### config.mk
export PLATFORM = sky130hd
export DESIGN_NAME = program_counter
export DESIGN_NICKNAME = d
export VERILOG_FILES = /design/src/rtl/program_counter_pkg.sv /design/src/rtl/program_counter_branch_resolve.sv /design/src/rtl/program_counter.sv
export SDC_FILE = /design/constraint.sdc
export NUM_CORES = 1
export LEC_CHECK = 0
export BUFFER_PORTS_ARGS = -buffer_cell sky130_fd_sc_hd__buf_2
export CAP_MARGIN = 20
export CORE_MARGIN = 8
export CORE_UTILIZATION = 40
export CTS_CLUSTER_SIZE = 16
export DETAILED_ROUTE_END_ITERATION = 10
export PLACE_DENSITY_LB_ADDON = 0.25
export SLEW_MARGIN = 20
export SYNTH_ARGS = -nofsm -noshare
export SYNTH_HDL_FRONTEND = slang
export SYNTH_SLANG_ARGS = --single-unit
export TNS_END_PERCENT = 5
### constraint.sdc
create_clock -name clk -period 5.3 [get_ports clk]
set_input_delay 0.53 -clock clk [delete_from_list [all_inputs] [get_ports clk]]
set_output_delay 0.53 -clock clk [all_outputs]
set_load 0.005 [all_outputs]
### src/rtl/program_counter_pkg.sv
// Shared control constants: datapath width and jump/branch select encodings.
package program_counter_pkg;

    localparam int XLEN = 32;

    // Jump/branch select driven by decode; 3'd7 is reserved and behaves as NONE.
    typedef enum logic [2:0] {
        JMP_NONE = 3'd0,
        JMP_JAL  = 3'd1,
        JMP_JALR = 3'd2,
        JMP_BEQ  = 3'd3,
        JMP_BNE  = 3'd4,
        JMP_BLT  = 3'd5,
        JMP_BGT  = 3'd6
    } jmp_t;

endpackage

### src/rtl/program_counter_branch_resolve.sv
// Decides whether the current jump/branch redirects the PC, from the select code and ALU flags.
module program_counter_branch_resolve
    import program_counter_pkg::*;
(
    input  logic [2:0] i_branch_type,
    input  logic       i_alu_zero,
    input  logic       i_alu_neg,
    output logic       o_taken,
    output logic       o_is_jalr
);

    // Flags only matter for conditional branches; JAL is unconditional, JALR is flagged separately.
    always_comb begin
        o_taken   = 1'b0;
        o_is_jalr = 1'b0;
        case (i_branch_type)
            JMP_JAL:  o_taken   = 1'b1;
            JMP_JALR: o_is_jalr = 1'b1;
            JMP_BEQ:  o_taken   = i_alu_zero;
            JMP_BNE:  o_taken   = ~i_alu_zero;
            JMP_BLT:  o_taken   = i_alu_neg;
            JMP_BGT:  o_taken   = ~i_alu_neg & ~i_alu_zero;
            default:  o_taken   = 1'b0;
        endcase
    end

endmodule

### src/rtl/program_counter.sv
// Architectural program counter: next-PC selection, pc+4 / pc+offset adders and the pc register.
module program_counter
    import program_counter_pkg::*;
#(
    parameter int              XLEN_P   = XLEN,
    parameter logic [XLEN_P-1:0] RESET_PC = '0
) (
    input  logic              clk,
    input  logic              rstn,
    input  logic [XLEN_P-1:0] pc_offset,
    input  logic [XLEN_P-1:0] target_pc,
    input  logic [2:0]        branch_type,
    input  logic              alu_zero,
    input  logic              alu_neg,
    input  logic              stay,
    output logic [XLEN_P-1:0] pc,
    output logic [XLEN_P-1:0] return_pc
);

    logic [XLEN_P-1:0] r_pc;
    logic [XLEN_P-1:0] w_pc_plus4;
    logic [XLEN_P-1:0] w_pc_plus_off;
    logic [XLEN_P-1:0] w_jalr_target;
    logic [XLEN_P-1:0] w_next_pc;
    logic              w_taken;
    logic              w_is_jalr;

    program_counter_branch_resolve u_branch_resolve (
        .i_branch_type (branch_type),
        .i_alu_zero    (alu_zero),
        .i_alu_neg     (alu_neg),
        .o_taken       (w_taken),
        .o_is_jalr     (w_is_jalr)
    );

    // Adders wrap modulo 2^XLEN; a negative offset simply moves the pc backwards.
    assign w_pc_plus4    = r_pc + XLEN_P'(4);
    assign w_pc_plus_off = r_pc + pc_offset;
    assign w_jalr_target = {target_pc[XLEN_P-1:1], 1'b0};

    // Next-PC priority: stall hold, then JALR, then taken JAL/branch, else sequential.
    always_comb begin
        w_next_pc = w_pc_plus4;
        if (stay) begin
            w_next_pc = r_pc;
        end else if (w_is_jalr) begin
            w_next_pc = w_jalr_target;
        end else if (w_taken) begin
            w_next_pc = w_pc_plus_off;
        end
    end

    // PC register; reset overrides stall and any pending branch.
    always_ff @(posedge clk) begin
        if (rstn) begin
            r_pc <= RESET_PC;
        end else begin
            r_pc <= w_next_pc;
        end
    end

    assign pc        = r_pc;
    assign return_pc = w_pc_plus4;

endmodule

# Word level (Yosys, flattened, before mapping)
# Cells that the tools add are included.
# W data, S select, Z words.
# classes
n_addsub	2
eq_ne	6
n_mux	4
bitwise_logic	3
# op_table
operator	n
$mux W32	2
$add A32 B3 Y32 const B	1
$add A32 B32 Y32	1
$eq A3 B3 Y1 const B	3
$eq A3 B2 Y1 const B	2
$pmux W1 S5	1
$eq A3 B1 Y1 const B	1
$not A1 Y1	2
$and A1 B1 Y1	1
$mux W1	1
# word_totals
reg_bits	32
input_bits	72
elab_cells	16

# Depth between registers and ports, before layout
# logic_depth
ltp_word	5
mapped_depth	10

# Modules after synthesis
# Synthesis repeated with hierarchy kept, for this count alone.
# hier_totals
cells_unflattened	571
area_unflattened_um2	4181.5
# modules_own_cells
module	n_inst	cells_per_inst	area_per_inst_um2	seq_area_each_um2
program_counter	1	564	4134.0	640.6
program_counter_branch_resolve	1	7	47.5	0.0

# Worst setup path after synthesis
# No wires, ideal clock.
# synth_path
kind	in2reg
start	input port pc_offset[0]
end	register r_pc[28] (netlist: pc[28])
setup_time_ps	92
t_arrival_ps	2559
setup_slack_ps	2649
path_stages	10
cell_sequence	ha_1 inv_1 fa_1 nand2b_1 a2111oi_2 a21oi_4 o31ai_4 o21ai_1 and4_1 nor4_1
# synth_between
elab_chain_len	3
# synth_lines
item	line	rtl
start, declared	program_counter.sv:10	input logic [XLEN_P-1:0] pc_offset,
$add A32 B32 Y32	program_counter.sv:38	assign w_pc_plus_off = r_pc + pc_offset;
$mux W32	program_counter.sv:48	end else if (w_taken) begin
$mux W32	program_counter.sv:46	end else if (w_is_jalr) begin
end signal, assigned	program_counter.sv:58	r_pc <= w_next_pc;
end, declared	program_counter.sv:20	logic [XLEN_P-1:0] r_pc;
# Every way passes these cells.
# A chain may end at the register's enable or synchronous reset.

# Worst setup path in the final report
# layout_path
start	register r_pc[16] (netlist: pc[16])
end	output port return_pc[24]
# layout_between
elab_chain_len	1
# layout_lines
item	line	rtl
$add A32 B3 Y32	program_counter.sv:37	assign w_pc_plus4 = r_pc + XLEN_P'(4);
end, declared	program_counter.sv:17	output logic [XLEN_P-1:0] return_pc
# Every way passes these cells.

==> run_results.csv <==
group,metric,value,unit
status,status,"finished clean",
synth,synth_seq_area_share,15.2,%
clocking,path_clk_slew,0.08,ns
floorplan,chipWidth,119,um
hold_path,hp-class,"reg -> reg",
clocking,clock_latency,0.29,ns
global_routing,grt_pass1_vias,5053,
global_routing,antenna_found_initial,0,
synth,synth_area_leaders,"dfxtp_1 15%, ha_1 9.5%, a21oi_1 7.3%",
synth,yosys.area.top_type,"dfxtp_1",
floorplan,die_area,0.0141,mm2
sta,fin_crit,3.05,ns
floorplan,initial_utilization,40.9,%
synth,synthArstFlopShare,0,%
setup_path,cp_top_family,"simple AND/OR/NAND/NOR gates",
clocking,clockBufferDepth,2,
pwr,power_density,215,mW/mm2
synth,synthDistinctLibCells,72,
setup_path,required,4.77,ns
synth,synth_top_area_share,15.2,%
routing,drt_iter0_markers,395,
global_routing,grt_use_total,21.7,%
cells_and_area,drive_gt1_share,23.7,%
setup_path,arrival,2.52,ns
synth,synth-edff-count,0,
clocking,hold_buffers,0,
floorplan,num_rows,37,
sta,hold_viol,0,
setup_path,path_cells,"nand4_1, or2_2, nor2_1, nand4_1, xnor2_1, buf_2",
sta,rsz0062_at_grt,"false",
clocking,cts_tree,"built",
cells_and_area,nNetsFinal,797,
clocking,cts-resized-gates,0,
routing,m1WireLength,7260,um
sta,worst_pin_slew,1.15,ns
synth,postSynthAreaPerCell,7.20,um2
synth,yosys_warnings,0,
global_routing,grt_max_degree,50,
clocking,cts_made_buffers,5,
cells_and_area,antenna_cells,0,
setup_path,crit_path_end_kind,"output pin",
pwr,p_leak,2.26,nW
routing,wl_met3,1060,um
routing,wl,15800,um
synth,syn_inst,584,
global_routing,grt_pass1_wl,25600,um
routing,vias,5014,
floorplan,die_h,119,um
synth,netlist_area,0.00421,mm2
sta,final_max_slew_viol_count,0,
clocking,cts.sinks,32,
routing,dr.pass1.iters,5,
flow_run,drv_cap,0,
setup_path,cp-start-kind,"register",
sta,setup-violations-final,0,
sta,setup_tns,0,ns
placement,gp_congestion,0.909,
cells_and_area,final_common_cell,"buf_2",
cells_and_area,final_cell_mix,"134 x buf_2, 62 x nand2_1, 61 x a21oi_1",
placement,place_hpwl,11900,um
routing,dr_wl_met2,7130,um
global_routing,grt_overflow_total,0,
setup_path,path_buf_inv,1,
cells_and_area,largest_reg_flops,32,
routing,ant_nets,0,
pwr,peakVddDrop,110,uV
synth,synth_ff_type,"dfxtp_1",
sta,slew_headroom,23.4,%
sta,skew,0.00808,ns
floorplan,top_level_ports,136,
setup_path,cp_common_cell,"nand4_1",
routing,drt_drc_violations_left,0,
setup_path,critPathKind,"reg -> out",
synth,synth.net_count,689,
synth,ys_ff_latch,32,
clocking,postCtsSetupRepairBufs,0,
setup_path,crit_path_max_fanout,9,
floorplan,coreArea,0.0103,mm2
routing,top_layer_used,"met4",
routing,viasPerCell,6.05,
placement,port_buffers,134,
sta,finalCritPeriodShare,57.6,%
sta,timing.fmax,328,MHz
setup_path,slowest_delay,0.55,ns
routing,wire_per_inst,19.0,um
setup_path,cp_slowest_cell,"dfxtp_1",
cells_and_area,area_growth,18.9,%
clocking,root_buffer,"clkbuf_8",
cells_and_area,utilization,48.6,%
clocking,h-tree-depth,2,
cells in the mapped netlist (3+ instances only):
master / number
xnor2_1: 30
xor2_1: 17
inv_1: 24
clkbuf_1: 24
a21o_1: 13
ha_1: 32
o22ai_1: 13
nand2b_1: 6
buf_2: 7
o21ai_1: 4
nor3_1: 11
and4_1: 5
nand3_1: 17
a211oi_1: 12
mux2i_1: 4
a21oi_1: 61
o31ai_1: 6
o221ai_1: 4
o21a_1: 5
nor4_1: 4
nand4_1: 17
nor2b_1: 3
dfxtp_1: 32
or3_1: 5
a211o_1: 3
a22o_1: 4
a31oi_1: 7
nor2_1: 48
and2_1: 6
a221oi_1: 16
nand2_1: 62
o21bai_1: 6
o21ai_0: 24
per-layer routing:
metal  vias up  track usage, %
met5         -               0
met4         0            6.09
met3        27            4.85
met2       207            35.5
met1      2379            27.9
li1       2401               -
cells by family (layout without fill, tap and decap cells):
kind of cell / count (synthesis) / in the layout / synth area share, %
xor gates and xnor gates: 47 / 47 / 9.79
muxes: 6 / 6 / 1.49
and+or+nand+nor: 203 / 203 / 24.2
DFF: 32 / 32 / 15.2
AOI/OAI and AO/OA: 203 / 203 / 33.4
buffers and inverters: 60 / 169 / 5.95
adders and majority gates: 33 / 33 / 9.99
worst reg2reg max path, delay by kind of cell, from the launching register on:
kind                       cells  cell delay (ns)
DFF                            1             0.45
adders and majority gates      1             0.36
AOI/OAI and AO/OA              4             1.06
and+or+nand+nor                3             0.89
area by class of cell:
| class | count | area [um2] |
|---|---|---|
| repair buffers | 137 | 693 |
| fillers | 1084 | 5280 |
| multi-input cells | 492 | 3320 |
| flip-flops and latches | 32 | 641 |
| inverters | 24 | 90.1 |
| clock buffers | 8 | 90.1 |
| well taps | 136 | 170 |
power by group:
| group | switching [mW] | leakage [nW] | internal, mW |
|---|---|---|---|
| registers | 0.0519 | 0.264 | 0.266 |
| clock network | 0.101 | 0.0455 | 0.106 |
| logic | 0.322 | 1.95 | 0.229 |
metrics by stage:
step	worst slack (ns)	instance area (um2)	hold WS (ns)	cells	power, mW
2_1_floorplan	2.65	4210	0.499	584	0.679
3_3_place_gp	2.26	4910	0.496	821	0.855
3_5_place_dp	2.18	4910	0.513	821	0.863
4_1_cts	2.24	5000	0.526	829	1.08
5_1_grt	2.08	5000	0.578	829	1.15
6_report	2.25	5000	0.524	829	1.08
final timing paths:
check / end / slack [ns] / cells after the start / startpoint
worst max-delay path: return_pc[24] / 2.25 / 6 / pc[16]
worst min-delay path: pc[0] / 0.52 / 2 / pc[0]
worst max register to register: pc[30] / 2.46 / 8 / pc[7]
worst min register to register: pc[0] / 0.52 / 2 / pc[0]
Power figures use the tool's default switching activity.
